$ cat config.mk
export PLATFORM = sky130hd
export DESIGN_NAME = multi_cycle_control
export DESIGN_NICKNAME = d
export VERILOG_FILES = /design/src/rtl/mips_ctrl_pkg.sv /design/src/rtl/multi_cycle_control.sv
export SDC_FILE = /design/constraint.sdc
export NUM_CORES = 1
export LEC_CHECK = 0
export ABC_AREA = 1
export BUFFER_PORTS_ARGS = -buffer_cell sky130_fd_sc_hd__buf_2
export CORE_AREA = 4 4 88 90
export CTS_CLUSTER_DIAMETER = 120
export DETAILED_ROUTE_END_ITERATION = 7
export DIE_AREA = 0 0 92 94
export SETUP_SLACK_MARGIN = 0.2
export SYNTH_ARGS = -nofsm -noshare
export SYNTH_HDL_FRONTEND = slang
export SYNTH_SLANG_ARGS = --single-unit
$ cat constraint.sdc
create_clock -name clk -period 2.4 [get_ports clk]
set_input_delay 0.48 -clock clk [delete_from_list [all_inputs] [get_ports clk]]
set_output_delay 0.48 -clock clk [all_outputs]
set_load 0.05 [all_outputs]
$ cat src/rtl/mips_ctrl_pkg.sv
// Shared definitions for the multi-cycle MIPS control path: state encodings,
// opcode and funct constants, ALUOp codes and datapath mux select values.
package mips_ctrl_pkg;

  localparam int OP_W_DEF = 6;

  typedef enum logic [3:0] {
    ST_FETCH    = 4'd0,
    ST_DECODE   = 4'd1,
    ST_MEM_ADDR = 4'd2,
    ST_MEM_RD   = 4'd3,
    ST_MEM_WB   = 4'd4,
    ST_MEM_WR   = 4'd5,
    ST_R_EXEC   = 4'd6,
    ST_R_WB     = 4'd7,
    ST_BRANCH   = 4'd8,
    ST_JUMP     = 4'd9,
    ST_I_EXEC   = 4'd10,
    ST_I_WB     = 4'd11
  } state_t;

  // Opcodes (IR[31:26])
  localparam logic [5:0] OP_RTYPE = 6'b000000;
  localparam logic [5:0] OP_LW    = 6'b100011;
  localparam logic [5:0] OP_SW    = 6'b101011;
  localparam logic [5:0] OP_BEQ   = 6'b000100;
  localparam logic [5:0] OP_J     = 6'b000010;
  localparam logic [5:0] OP_ADDI  = 6'b001000;
  localparam logic [5:0] OP_ANDI  = 6'b001100;
  localparam logic [5:0] OP_ORI   = 6'b001101;

  // ALUOp codes consumed by ALU_Control
  localparam logic [1:0] ALUOP_ADD   = 2'b00;
  localparam logic [1:0] ALUOP_SUB   = 2'b01;
  localparam logic [1:0] ALUOP_FUNCT = 2'b10;

  // R-type funct codes
  localparam logic [5:0] FUNCT_ADD = 6'b100000;
  localparam logic [5:0] FUNCT_SUB = 6'b100010;
  localparam logic [5:0] FUNCT_AND = 6'b100100;
  localparam logic [5:0] FUNCT_OR  = 6'b100101;
  localparam logic [5:0] FUNCT_SLT = 6'b101010;

  // ALU B-input select
  localparam logic [1:0] SRCB_REG    = 2'b00;
  localparam logic [1:0] SRCB_FOUR   = 2'b01;
  localparam logic [1:0] SRCB_IMM    = 2'b10;
  localparam logic [1:0] SRCB_IMM_SH = 2'b11;

  // PC source select
  localparam logic [1:0] PCSRC_ALU    = 2'b00;
  localparam logic [1:0] PCSRC_ALUOUT = 2'b01;
  localparam logic [1:0] PCSRC_JUMP   = 2'b10;

  // Immediate ALU ops borrow the matching R-type funct so ALU_Control
  // needs no separate immediate decode.
  function automatic logic [5:0] imm_funct(input logic [5:0] op);
    logic [5:0] f;
    f = FUNCT_ADD;
    case (op)
      OP_ANDI: f = FUNCT_AND;
      OP_ORI:  f = FUNCT_OR;
      default: f = FUNCT_ADD;
    endcase
    return f;
  endfunction

endpackage

$ cat src/rtl/multi_cycle_control.sv
// Main control FSM of the multi-cycle MIPS core. Moore outputs are decoded
// from the registered state; memory states handshake on mem_ready.
module multi_cycle_control
  import mips_ctrl_pkg::*;
#(
  parameter int RET_CNT_W = 32,
  parameter int OP_W      = OP_W_DEF
) (
  input  logic                 clk,
  input  logic                 rst,
  input  logic [OP_W-1:0]      opcode,
  input  logic                 mem_ready,
  output logic                 pc_write,
  output logic                 pc_write_cond,
  output logic                 i_or_d,
  output logic                 mem_read,
  output logic                 mem_write,
  output logic                 ir_write,
  output logic                 mem_to_reg,
  output logic                 reg_dst,
  output logic                 reg_write,
  output logic                 alu_src_a,
  output logic [1:0]           alu_src_b,
  output logic [1:0]           alu_op,
  output logic                 funct_ovr_en,
  output logic [5:0]           funct_ovr,
  output logic [1:0]           pc_source,
  output logic [3:0]           state_o,
  output logic                 illegal_op,
  output logic [RET_CNT_W-1:0] instr_retired
);

  localparam logic [RET_CNT_W-1:0] RET_ONE = {{(RET_CNT_W-1){1'b0}}, 1'b1};

  state_t               state_q, state_d;
  logic [RET_CNT_W-1:0] retired_q, retired_d;
  logic                 illegal_q, illegal_d;

  // Write/request strobes before the reset gate
  logic pc_write_raw, pc_write_cond_raw, mem_read_raw, mem_write_raw;
  logic ir_write_raw, reg_write_raw;
  logic retire;

  // State, retired counter and illegal-op pulse registers
  always_ff @(posedge clk) begin
    if (rst) begin
      state_q   <= ST_FETCH;
      retired_q <= '0;
      illegal_q <= 1'b0;
    end else begin
      state_q   <= state_d;
      retired_q <= retired_d;
      illegal_q <= illegal_d;
    end
  end

  // Next-state and Moore output decode
  always_comb begin
    state_d           = ST_FETCH;
    illegal_d         = 1'b0;
    retire            = 1'b0;
    pc_write_raw      = 1'b0;
    pc_write_cond_raw = 1'b0;
    mem_read_raw      = 1'b0;
    mem_write_raw     = 1'b0;
    ir_write_raw      = 1'b0;
    reg_write_raw     = 1'b0;
    i_or_d            = 1'b0;
    mem_to_reg        = 1'b0;
    reg_dst           = 1'b0;
    alu_src_a         = 1'b0;
    alu_src_b         = SRCB_REG;
    alu_op            = ALUOP_ADD;
    funct_ovr_en      = 1'b0;
    funct_ovr         = 6'b000000;
    pc_source         = PCSRC_ALU;

    case (state_q)
      ST_FETCH: begin
        mem_read_raw = 1'b1;
        alu_src_b    = SRCB_FOUR;
        // IR and PC+4 commit only on the cycle the instruction word arrives
        ir_write_raw = mem_ready;
        pc_write_raw = mem_ready;
        state_d      = mem_ready ? ST_DECODE : ST_FETCH;
      end
      ST_DECODE: begin
        // Precompute the branch target into ALUOut while decoding
        alu_src_b = SRCB_IMM_SH;
        case (opcode)
          OP_RTYPE:                 state_d = ST_R_EXEC;
          OP_LW, OP_SW:             state_d = ST_MEM_ADDR;
          OP_BEQ:                   state_d = ST_BRANCH;
          OP_J:                     state_d = ST_JUMP;
          OP_ADDI, OP_ANDI, OP_ORI: state_d = ST_I_EXEC;
          default: begin
            state_d   = ST_FETCH;
            illegal_d = 1'b1;
          end
        endcase
      end
      ST_MEM_ADDR: begin
        alu_src_a = 1'b1;
        alu_src_b = SRCB_IMM;
        state_d   = (opcode == OP_LW) ? ST_MEM_RD : ST_MEM_WR;
      end
      ST_MEM_RD: begin
        mem_read_raw = 1'b1;
        i_or_d       = 1'b1;
        state_d      = mem_ready ? ST_MEM_WB : ST_MEM_RD;
      end
      ST_MEM_WB: begin
        reg_write_raw = 1'b1;
        mem_to_reg    = 1'b1;
        retire        = 1'b1;
      end
      ST_MEM_WR: begin
        mem_write_raw = 1'b1;
        i_or_d        = 1'b1;
        retire        = mem_ready;
        state_d       = mem_ready ? ST_FETCH : ST_MEM_WR;
      end
      ST_R_EXEC: begin
        alu_src_a = 1'b1;
        alu_op    = ALUOP_FUNCT;
        state_d   = ST_R_WB;
      end
      ST_R_WB: begin
        reg_write_raw = 1'b1;
        reg_dst       = 1'b1;
        retire        = 1'b1;
      end
      ST_I_EXEC: begin
        alu_src_a    = 1'b1;
        alu_src_b    = SRCB_IMM;
        alu_op       = ALUOP_FUNCT;
        funct_ovr_en = 1'b1;
        funct_ovr    = imm_funct(opcode[5:0]);
        state_d      = ST_I_WB;
      end
      ST_I_WB: begin
        reg_write_raw = 1'b1;
        retire        = 1'b1;
      end
      ST_BRANCH: begin
        alu_src_a         = 1'b1;
        alu_op            = ALUOP_SUB;
        pc_write_cond_raw = 1'b1;
        pc_source         = PCSRC_ALUOUT;
        retire            = 1'b1;
      end
      ST_JUMP: begin
        pc_write_raw = 1'b1;
        pc_source    = PCSRC_JUMP;
        retire       = 1'b1;
      end
      default: state_d = ST_FETCH;
    endcase

    retired_d = retire ? (retired_q + RET_ONE) : retired_q;
  end

  // Reset suppresses every architectural write immediately, so an
  // instruction abandoned mid-flight leaves no side effects.
  assign pc_write      = pc_write_raw      & ~rst;
  assign pc_write_cond = pc_write_cond_raw & ~rst;
  assign mem_read      = mem_read_raw      & ~rst;
  assign mem_write     = mem_write_raw     & ~rst;
  assign ir_write      = ir_write_raw      & ~rst;
  assign reg_write     = reg_write_raw     & ~rst;

  assign state_o       = state_q;
  assign illegal_op    = illegal_q;
  assign instr_retired = retired_q;

endmodule

== After elaboration in Yosys (flattened, before gate mapping) ==
Index checks and enable logic that the tools add are counted.
Operators by class
  $add $sub $neg: 1
  equality and inequality tests: 18
  muxes and demuxes: 24
  bitwise logic cells: 8
  reduce and logical (&&, ||, !) cells: 13
Operators with widths (count)
  $add A32 B1 Y32 const B: 1
  $pmux W4 S7: 1
  $pmux W4 S5: 1
  $eq A6 B4 Y1 const B: 3
  $eq A4 B3 Y1 const B: 4
  $eq A4 B4 Y1 const B: 4
  $eq A6 B6 Y1 const B: 2
  $mux W1: 12
  $reduce_or A2 Y1: 6
  $mux W3: 3
  $eq A4 B2 Y1 const B: 2
  $pmux W2 S2: 2
  $reduce_or A8 Y1: 1
  $and A1 B1 Y1: 6
  $eq A6 B2 Y1 const B: 1
  $eq A6 B3 Y1 const B: 1
  $logic_not A6 Y1: 1
  $mux W6: 1
  $pmux W2 S3: 1
  $pmux W3 S2: 1
  $reduce_or A3 Y1: 2
  $reduce_or A5 Y1: 1
  $eq A4 B1 Y1 const B: 1
  $logic_not A4 Y1: 1
  other kinds (3): 5
Storage, ports and cells
  register bits: 37
  bits of input ports: 9
  output and inout bits: 60
  word-level logic and storage cells: 67

== Longest topological paths before layout ==
  depth in word-level cells: 4
  depth in mapped cells: 11
  gate-level depth less buffers: 10

== Least setup slack after synthesis ==
No wires, ideal clock.
  path type: reg-to-output
  start point: register state_q[3], in the netlist state_o[3]
  end point: output port funct_ovr[0]
  data arrival time: 3.413 ns
  data required time: 1.920 ns
  path slack: -1.493 ns
  stages on the path, launching flop included: 5
  buffers on the path: 0
  path through: dfxtp_1 nand2_1 nor2_1 inv_1 nor4_1
On the way
  cells in the longest elaborated chain, start to end: 2
Ends and longest elaborated chain
  start: declaration: RTL line multi_cycle_control.sv:35  | state_t state_q, state_d;
  start signal: assignment: RTL line multi_cycle_control.sv:51  | state_q <= state_d;
  $eq A4 B4 Y1: RTL line multi_cycle_control.sv:78  | case (state_q)
  $mux W6: RTL line multi_cycle_control.sv:78
  end: declaration: RTL line multi_cycle_control.sv:26  | output logic [5:0] funct_ovr,
No other way between the ends.

== Final worst setup path ==
  start point: register state_q[0], in the netlist state_o[0]
  end point: output port funct_ovr[0]
The elaborated chain is that of the path after synthesis.

==> reports/metrics.csv <==
stage;metric;value;unit
worst_setup_path;CP max FO;5;
status;result of the run;complete, no violations;
logic_synthesis;Netlist cell types;28;
worst_hold_path;Hold Crit Class;register to register;
floorplanning;IO Pins;69;
placement;GPL Wtd Cong;0.8322;
layout;Design Area, Final;2923;um^2
layout;Area Growth Syn to Fin;21.60;%
grt;GR Overflow Total;0;
clocking;post-CTS setup buffer count;0;
clocking;clock root buffer;clkbuf_8;
logic_synthesis;Seq cells post-synth;37;
timing;Max Freq;0.4755;GHz
layout;layout cells sized above 1;0.2253;
worst_setup_path;Critical Path Sink Type;output pin;
flow_run;Max-Cap Viols;0;
drt;DR pass1 iterations;4;
pwr;internal power;0.8357;mW
logic_synthesis;gate count of the mapped netlist;405;
clocking;Clock Tree Buf Depth;2;
timing;worst slew pin tran;0.5504;ns
clocking;clock sink count;37;
worst_setup_path;FF-to-FF path depth;9;
logic_synthesis;register area share after synthesis;0.3082;
timing;Tcrit/Tclk final;0.8763;
worst_setup_path;Worst EP arrival;1.62;ns
placement;post-DP HPWL;4736;um
grt;antenna violations before repair;0;
timing;Layout Skew;0.005169;ns
pwr;VDD IR-drop max;0.1404;mV
timing;RSZ-0062 raised after global routing;false;
logic_synthesis;Post-synth ARST share;0;
clocking;Clk Latency, worst-skew pair;0.29;ns
logic_synthesis;cell accounting for the most synthesized area;dfxtp_1;
clocking;CTS tree;yes;
drt;initial drt markers;122;
drt;Post-Route WL;6332;um
grt;largest net degree at the start of global routing;58;
placement;number of port buffers;65;
drt;antenna-violating nets left;0;
drt;WL/cell;11.21;um
pwr;Switch Pwr;0.3278;mW
logic_synthesis;ys flop type;dfxtp_1;
pwr;share of power burned in registers;0.529;
logic_synthesis;Yosys warnings;0;
timing;fin crit period;2.103;ns
logic_synthesis;EDFF count, synth;0;
drt;# DRC;0;
pwr;leakage power;1.404;nW
clocking;cts bufs inserted;5;
floorplanning;die width;92;um
timing;fin. max-slew vios;0;
worst_setup_path;critical path class;register to output pin;
clocking;clk slew on worst S/H paths;0.07;ns
drt;Via Count;2627;
clocking;post-CTS sizing;1;
layout;Final nets;475;
grt;total track usage;0.1473;
floorplanning;die height;94;um
logic_synthesis;Synth Area per Inst;5.935;um^2
logic_synthesis;cell area after synthesis;2404;um^2
worst_hold_path;worst hold path cell count;2;
worst_setup_path;startpoint types;register;
timing;setup TNS;0;ns
logic_synthesis;top-area cell type share of the netlist area;0.3082;
worst_setup_path;R2R setup slack;0.57;ns
pwr;power share of the combinational group;0.105;
layout;FILL cells;801;
layout;antenna cell count;0;
worst_setup_path;critical path required time;1.92;ns
layout;Multi-input gate area;1389;um^2
grt;first-pass GRT wire length;10540;um
floorplanning;Starting Density;0.3405;
drt;Via-to-Cell Ratio;4.650;
logic_synthesis;largest cells by area after synthesis;dfxtp_1, nand2_1, nor2_1;
floorplanning;row count;31;
floorplanning;CORE AREA;7059;um^2
pwr;Clk pwr share;0.366;
placement;Cell Area, Placed;2826;um^2
layout;FF/Latch Area;755.7;um^2
clocking;H-tree depth;2;
timing;final hold violation count;0;
pwr;Net Sw Frac;0.2817;
floorplanning;Die Area;8648;um^2
logic_synthesis;synth cell count leaders;nand2_1, nor2_1, inv_1, nand3_1, dfxtp_1;
pwr;PD cells;398.1;nW/um^2
timing;Worst slew margin;0.6331;
grt;vias in the first global route;2326;
clocking;Post-CTS Hold Buffers;0;
logic_synthesis;count leader, synth;nand2_1;
timing;final setup fails;0;
-- cell families after synthesis --
| family | Yosys count | synth area share |
|---|---|---|
| xor+xnor | 4 | 0.01457 |
| buf+inv | 76 | 0.1437 |
| fa+ha+maj | 1 | 0.005205 |
| simple gates | 257 | 0.4617 |
| flops | 37 | 0.3082 |
| other cells | 1 | 0.001560 |
| compound gates | 29 | 0.06507 |
-- critical path, cell delays in order (launching register included) --
cell and delay, ns:
dfxtp_4 0.35, inv_1 0.11, nand2_2 0.10, nor2_4 0.18
inv_2 0.09, nor4_4 0.26, buf_4 0.23
-- worst paths after layout --
| check | start | end |
|---|---|---|
| min reg2reg | instr_retired[9] | instr_retired[9] |
| max | state_o[0] | funct_ovr[0] |
| max reg2reg | instr_retired[0] | instr_retired[20] |
| min | instr_retired[9] | instr_retired[9] |
-- power by group through the flow --
stage / Sequential (mW) / Clock [mW] / Combinational [mW]
floorplan: 0.640 / 0 / 0.0861
global placement: 0.630 / 0 / 0.121
detailed placement: 0.630 / 0 / 0.121
CTS: 0.616 / 0.438 / 0.122
global route: 0.616 / 0.469 / 0.133
finish: 0.616 / 0.425 / 0.122
-- layer usage --
layer / vias to the layer above / GRT usage / part of all wire
met4: 0 / 0.03218 / 0.0054
met1: 1174 / 0.1860 / 0.47
li1: 1387 / - / -
met5: - / 0 / 0
met3: 4 / 0.04567 / 0.063
met2: 62 / 0.2470 / 0.46
-- registers in the layout (all words and copies together), names as in the netlist --
register and cells:
instr_retired 32, illegal_op 1, state_o 4
-- cell type report --
type,count,share of cell area
multi-input cells,294,0.4752
flip-flops and latches,37,0.2586
well taps,99,0.04238
clock inverters,3,0.004281
inverters,60,0.07705
repair buffers,67,0.1190
clock buffers,5,0.02354
-- layout by cell type, fill, tap and decap left out --
cell type  instances
clkinv_2           1
dfxtp_1           33
o211ai_1           1
nand3_1           39
clkbuf_8           5
nor2_1            68
clkinv_1           2
conb_1             3
dfxtp_4            4
buf_2             62
a31oi_1            2
o21ai_0            4
ha_1               1
nand2_2            2
nor2_2            13
and2_1             1
nand3_2            1
clkbuf_4           2
nor3_1             4
nand2_1          103
o21ai_1            1
nor3_2             1
xnor2_1            4
inv_2              6
nor3_4             1
nand3b_1           4
buf_4              3
nor2_4             2
o21a_1             1
a21oi_2            1
a21oi_1           19
nor4_4             1
nand4_1           17
inv_1             54
-- stage by stage --
stage               total power [mW]  utilization  cells  setup WS [ns]  hold slack, ns
floorplan                     0.7265            -    407         0.1661          0.6626
global placement              0.7506       0.4004    557         0.4958          0.5115
detailed placement            0.7515       0.4004    557         0.4688          0.5193
CTS                            1.176       0.4123    565         0.2006          0.5362
global route                   1.218       0.4140    565         0.1798          0.5532
finish                         1.164       0.4140    565         0.2969          0.5305
No activity file was read; power rests on OpenSTA's default activity.
